File: config.mk
export PLATFORM = sky130hd
export DESIGN_NAME = qpu_dtcm_arbt
export DESIGN_NICKNAME = d
export VERILOG_FILES = /design/src/rtl/qpu_dtcm_arbt.sv
export SDC_FILE = /design/constraint.sdc
export NUM_CORES = 1
export LEC_CHECK = 0
export BUFFER_PORTS_ARGS = -buffer_cell sky130_fd_sc_hd__buf_4
export CAP_MARGIN = 20
export CORE_AREA = 2 2 106 108
export CTS_CLUSTER_DIAMETER = 60
export DETAILED_ROUTE_END_ITERATION = 12
export DIE_AREA = 0 0 108 110
export PLACE_DENSITY = 0.47
export SKIP_CTS_REPAIR_TIMING = 1
export SLEW_MARGIN = 20
export SYNTH_ARGS = -nofsm -noshare
export SYNTH_HDL_FRONTEND = slang
export SYNTH_SLANG_ARGS = --single-unit
File: constraint.sdc
create_clock -name clk -period 3.16 [get_ports clk]
set_clock_uncertainty 0.2 [all_clocks]
set_input_delay 0.632 -clock clk [delete_from_list [all_inputs] [get_ports clk]]
set_output_delay 0.632 -clock clk [all_outputs]
set_load 0.02 [all_outputs]
File: src/rtl/qpu_dtcm_arbt.sv
// ============================================================================
// Module      : qpu_dtcm_arbt
// Description : Two-master round-robin ICB arbiter in front of the QPU DTCM
//               controller, with an in-order ID FIFO for response routing.
// Revision    : 1.0 - initial release
// ============================================================================
`default_nettype none

`ifndef QPU_DTCM_ADDR_WIDTH
`define QPU_DTCM_ADDR_WIDTH 16
`endif

module qpu_dtcm_arbt #(
    parameter int AW      = `QPU_DTCM_ADDR_WIDTH,
    parameter int DW      = 32,
    parameter int MW      = 4,
    parameter int OUTS_DP = 2
) (
    input  logic          clk,
    input  logic          rst_n,
    output logic          arbt_active,

    input  logic          m0_icb_cmd_valid,
    output logic          m0_icb_cmd_ready,
    input  logic [AW-1:0] m0_icb_cmd_addr,
    input  logic          m0_icb_cmd_read,
    input  logic [DW-1:0] m0_icb_cmd_wdata,
    input  logic [MW-1:0] m0_icb_cmd_wmask,
    output logic          m0_icb_rsp_valid,
    input  logic          m0_icb_rsp_ready,
    output logic [DW-1:0] m0_icb_rsp_rdata,

    input  logic          m1_icb_cmd_valid,
    output logic          m1_icb_cmd_ready,
    input  logic [AW-1:0] m1_icb_cmd_addr,
    input  logic          m1_icb_cmd_read,
    input  logic [DW-1:0] m1_icb_cmd_wdata,
    input  logic [MW-1:0] m1_icb_cmd_wmask,
    output logic          m1_icb_rsp_valid,
    input  logic          m1_icb_rsp_ready,
    output logic [DW-1:0] m1_icb_rsp_rdata,

    output logic          o_icb_cmd_valid,
    input  logic          o_icb_cmd_ready,
    output logic [AW-1:0] o_icb_cmd_addr,
    output logic          o_icb_cmd_read,
    output logic [DW-1:0] o_icb_cmd_wdata,
    output logic [MW-1:0] o_icb_cmd_wmask,
    input  logic          o_icb_rsp_valid,
    output logic          o_icb_rsp_ready,
    input  logic [DW-1:0] o_icb_rsp_rdata
);

    localparam int CW = $clog2(OUTS_DP + 1);
    localparam int PW = (OUTS_DP > 1) ? $clog2(OUTS_DP) : 1;
    localparam logic [CW-1:0] DEPTH    = CW'(OUTS_DP);
    localparam logic [PW-1:0] LAST_PTR = PW'(OUTS_DP - 1);

    logic               rr_ptr;
    logic [PW-1:0]      wr_ptr;
    logic [PW-1:0]      rd_ptr;
    logic [CW-1:0]      count;
    logic [OUTS_DP-1:0] id_fifo;

    logic fifo_full;
    logic fifo_empty;
    logic gnt_vld;
    logic gnt_idx;
    logic head;
    logic cmd_hsk;
    logic rsp_hsk;

    function automatic logic [PW-1:0] ptr_inc(input logic [PW-1:0] p);
        return (p == LAST_PTR) ? '0 : p + 1'b1;
    endfunction

    assign fifo_full  = (count == DEPTH);
    assign fifo_empty = (count == '0);

    // Grant is purely combinational; no lock is held across cycles.
    assign gnt_idx = (m0_icb_cmd_valid & m1_icb_cmd_valid) ? rr_ptr : m1_icb_cmd_valid;
    assign gnt_vld = (m0_icb_cmd_valid | m1_icb_cmd_valid) & ~fifo_full;

    assign o_icb_cmd_valid = gnt_vld;
    assign o_icb_cmd_addr  = gnt_idx ? m1_icb_cmd_addr  : m0_icb_cmd_addr;
    assign o_icb_cmd_read  = gnt_idx ? m1_icb_cmd_read  : m0_icb_cmd_read;
    assign o_icb_cmd_wdata = gnt_idx ? m1_icb_cmd_wdata : m0_icb_cmd_wdata;
    assign o_icb_cmd_wmask = gnt_idx ? m1_icb_cmd_wmask : m0_icb_cmd_wmask;

    assign m0_icb_cmd_ready = gnt_vld & ~gnt_idx & o_icb_cmd_ready;
    assign m1_icb_cmd_ready = gnt_vld &  gnt_idx & o_icb_cmd_ready;
    assign cmd_hsk          = gnt_vld & o_icb_cmd_ready;

    // Responses with an empty FIFO are stray and reach no master.
    assign head             = id_fifo[rd_ptr];
    assign m0_icb_rsp_valid = o_icb_rsp_valid & ~fifo_empty & ~head;
    assign m1_icb_rsp_valid = o_icb_rsp_valid & ~fifo_empty &  head;
    assign m0_icb_rsp_rdata = o_icb_rsp_rdata;
    assign m1_icb_rsp_rdata = o_icb_rsp_rdata;
    assign o_icb_rsp_ready  = (head ? m1_icb_rsp_ready : m0_icb_rsp_ready) & ~fifo_empty;
    assign rsp_hsk          = o_icb_rsp_valid & o_icb_rsp_ready;

    assign arbt_active = m0_icb_cmd_valid | m1_icb_cmd_valid | ~fifo_empty;

    always_ff @(posedge clk or negedge rst_n) begin
        if (!rst_n) begin
            rr_ptr  <= 1'b0;
            wr_ptr  <= '0;
            rd_ptr  <= '0;
            count   <= '0;
            id_fifo <= '0;
        end else begin
            if (cmd_hsk) begin
                id_fifo[wr_ptr] <= gnt_idx;
                wr_ptr          <= ptr_inc(wr_ptr);
                rr_ptr          <= ~gnt_idx;
            end
            if (rsp_hsk) begin
                rd_ptr <= ptr_inc(rd_ptr);
            end
            case ({cmd_hsk, rsp_hsk})
                2'b10:   count <= count + 1'b1;
                2'b01:   count <= count - 1'b1;
                default: count <= count;
            endcase
        end
    end

endmodule

`default_nettype wire

### Yosys cells after proc, flatten, opt, wreduce, memory -nomap -nowiden

Cells that the tools add are included.

* register bits after elaboration: 7
* input port bits: 146
* output and inout bits: 124
* logic and storage cells: 50

* add/subtract/negate cells: 4
* $lt $le $gt $ge: 3
* equal/unequal tests: 3
* muxes and demuxes: 14
* bitwise gates (word level): 18
* reduce and logical (&&, ||, !) cells: 3

Operators with widths (count)
* $mux 32: 1
* $mux 16: 1
* $and 1x1->1: 12
* $mux 1: 8
* $eq 2x2->1 const B: 2
* $lt 1x2->1 const B: 2
* $mux 4: 1
* $not 1->1: 4
* $pmux 2 s2: 1
* $add 1x1->1 const B: 2
* $add 2x1->2 const B: 1
* $bwmux 2: 1
* $eq 2x1->1 const B: 1
* $logic_not 2->1: 1
* $or 1x1->1: 2
* $reduce_bool 2->1: 1
* $sub 2x1->2 const B: 1
* $demux 1 s1: 1
* $ge 1x1->1 const B: 1
* $logic_and 1x1->1: 1

### Depth between registers and ports, before layout

* word-level depth: 7
* mapped depth: 7

### Least setup slack after synthesis

No wires, ideal clock.

* path kind: in2out
* start point: input m0_icb_cmd_valid
* end point: output o_icb_cmd_addr[10]
* arrival: 1.518 ns
* required time: 2.328 ns
* setup slack: 0.810 ns
* stages on the path: 5
* path buffers: 2
* cell sequence: inv_1 > o21ai_2 > buf_4 > buf_6 > mux2_2

* longest elaborated chain between the ends: 3

Ends and longest elaborated chain
* start, declared: RTL line 23 `input logic m0_icb_cmd_valid,`
* $and 1x1->1: RTL line 81 `assign gnt_idx = (m0_icb_cmd_valid & m1_icb_cmd_valid) ? rr_ptr : m1_icb_cmd_valid;`
* $mux 1: RTL line 81
* $mux 16: RTL line 85 `assign o_icb_cmd_addr = gnt_idx ? m1_icb_cmd_addr : m0_icb_cmd_addr;`
* end, declared: RTL line 45 `output logic [AW-1:0] o_icb_cmd_addr,`

No other way between the ends.

### Worst setup path after layout

* start point: input m0_icb_cmd_valid
* end point: output o_icb_cmd_wdata[19]

* longest elaborated chain between the ends: 3

Ends and longest elaborated chain
* $and 1x1->1: RTL line 81
* $mux 1: RTL line 81
* $mux 32: RTL line 87 `assign o_icb_cmd_wdata = gnt_idx ? m1_icb_cmd_wdata : m0_icb_cmd_wdata;`
* end, declared: RTL line 47 `output logic [DW-1:0] o_icb_cmd_wdata,`

No other way between the ends.

==> flow_summary.toml <==
[outcome]
status = "completed"

[critical_path]
crit_top_cell = "buf_4"
end_kind = "primary output"
cp-startpoint = "m0_icb_cmd_valid"
slowest_delay_ps = 410
critPathTopFamily = "buffers and inverters"
start_kind = "input pin"
cpMaxStageDelayCell = "mux2_2"
path_class = "in -> out"
crit_buf_inv = 4
crit_chain = "buf_4 -> inv_1 -> o21ai_4 -> buf_12 -> mux2_2 -> buf_4"
r2r_cells = 6
crit_fanout = 58
crit_required_ps = 2330
arrival_ps = 1810
worstReg2RegStart = "rd_ptr$_DFFE_PN0P_"
cp_num_cells = 6

[pwr]
ir_drop_v = 0.0002164
power_frac_comb_pct = 72.5
p_int_mw = 0.6741
powerDensity_mw_per_mm2 = 451.4
switchingPower_mw = 0.4821
p_seq_share_pct = 16.7
p_leak_nw = 1.279
p_sw_share_pct = 41.69
power.share.clock_pct = 10.9

[cts]
numCtsBuffers = 3
insertion_delay_ps = 220
root_buffer = "clkbuf_8"
clock_sinks = 7
cts_buffer_depth = 2
clkTransAtPathRegs_ps = 40
cts-htree-levels = 1
cts_tree = "yes"

[layout]
diodes = 0
layout_commonest_cell = "buf_4"
nets = 420
final_cell_mix = "173 x buf_4, 54 x mux2_2, 7 x dfrtp_1, 6 x nor2_1, 5 x mux2i_1"
area_growth_pct = 65.48
drive_gt1_share_pct = 86.40

[timing]
timing.slew.headroom_pct = 71.47
slew_violations = 0
hold_viol_final = 0
period_share_pct = 83.59
max_freq_ghz = 0.3786
final.min_clock_period_ps = 2642
rsz0062_at_grt = "no"
tns_ps = 0
setup_viol = 0
worst_pin_slew_ps = 416.1
setup_ws_ps = 518.4

[logic_synthesis]
avgSynthCellArea_sq_um = 9.380
synthesis.area_sq_mm = 0.001548
synth_area_leaders = "mux2_2 39%, buf_4 32%, dfrtp_1 11%, mux2i_1 3.2%, xnor2_1 1.7%"
yosys_warnings = 0
yosysTopAreaCellShare_pct = 39.29
seq_area_frac_synth_pct = 11.32
synth_cell_types = 22
synth_cells = 165
synth-seq-cells = 7
syn_nets = 312
synth.largest_area_cell = "mux2_2"

[die]
die_h_microns = 110
ioPinCount = 270
fp-row-count = 38
coreArea_sq_mm = 0.01070
start_util_pct = 14.47
die_w_microns = 108
die_area_sq_mm = 0.01188

[placed_design]
place_ws_ps = 523.6
detailed_place_hpwl_mm = 4.299
portBuffers = 173
routabilityCongestion = 0.6842

[job]
cap_violations = 0

[route]
drt_iter0_markers = 19
vias = 1464
wirelength_mm = 4.970
drc = 0
routed_via_density = 3.553
ant_nets = 0
dr.pass1.iters = 2
wire_per_inst_microns = 12.06

[global_routing]
grt-ovfl-total = 0
grt_max_degree = 59
antenna_found_initial = 0
grt_pass1_vias = 1417
gr-usage-all-layers_pct = 7.024
grt_pass1_wl_mm = 6.610

[hold_path]
hp-class = "in -> async"
worst paths after layout:
check	to	slack, ps
max in group asynchronous	count[1]$_DFFE_PN0P_	2620
worst min register to register	wr_ptr$_DFFE_PN0N_	290
worst max-delay path	o_icb_cmd_wdata[19]	520
worst max register to register	count[1]$_DFFE_PN0P_	1090
worst min-delay path	id_fifo[1]$_DFFE_PN0P_	10
min in group clk	wr_ptr$_DFFE_PN0N_	290
cell usage after synthesis:
library cell	n
and2_1	1
buf_2	3
buf_4	66
buf_6	2
dfrtp_1	7
ha_1	1
inv_1	4
mux2_2	54
mux2i_1	5
nand2b_1	1
nand2b_2	1
nand3_2	1
nand4_1	1
nand4b_1	1
nor2_1	6
nor2b_1	1
o211ai_1	2
o21ai_0	1
o21ai_2	1
or2_2	1
xnor2_1	3
xor2_1	2
per-stage QoR:
step	util (%)	power [mW]	instances	hold slack, ps	instance area [sq um]
final	23.94	1.156	412	13.16	2561
after global routing	23.94	1.242	412	12.24	2561
after CTS	23.94	1.175	412	11.62	2561
after detailed placement	23.52	1.043	408	253.2	2516
after global placement	23.52	1.034	408	253.0	2516
after floorplan	-	0.8152	165	136.4	1548
logic make-up after synthesis:
kind of cell,synth area share [%]
adder cells (fa/ha/maj),0.8083
multiplexers,42.52
buffers and inverters,35.41
AO/OA/AOI/OAI,1.859
XOR/XNOR,2.830
flip-flops,11.32
AND/OR/NAND/NOR,5.256
layer usage:
metal	vias up	global-route usage, %	wire length (microns)
met5	-	0	0
met4	0	2.839	76
met3	10	1.646	466
met2	94	12.71	2786
met1	653	7.953	1639
li1	707	-	-
state kept, by name, indices dropped and copies added, names as in the netlist:
name,flops
count,2
rr_ptr,1
wr_ptr,1
rd_ptr,1
id_fifo,2
area by class of cell:
cell class	instances	area, sq um
well taps	140	175.2
multi-input cells	83	832.0
fillers	1174	8137
clock buffers	4	45.04
flip-flops and latches	7	175.2
inverters	4	15.01
repair buffers	174	1319
power groups by stage:
stage	Sequential (mW)	Combinational, mW	Clock (mW)
6_report	0.193	0.838	0.126
2_1_floorplan	0.168	0.647	0
3_3_place_gp	0.191	0.843	0
3_5_place_dp	0.194	0.849	0
5_1_grt	0.201	0.904	0.137
4_1_cts	0.193	0.852	0.130
worst register-to-register path: stages, from the launching register on:
cell and delay [ps]:
dfrtp_1 380, mux2i_1 420, mux2i_1 400, ha_1 240, xnor2_1 120, nor2_1 60, xor2_1 130
No activity file was read; power rests on OpenSTA's default activity.
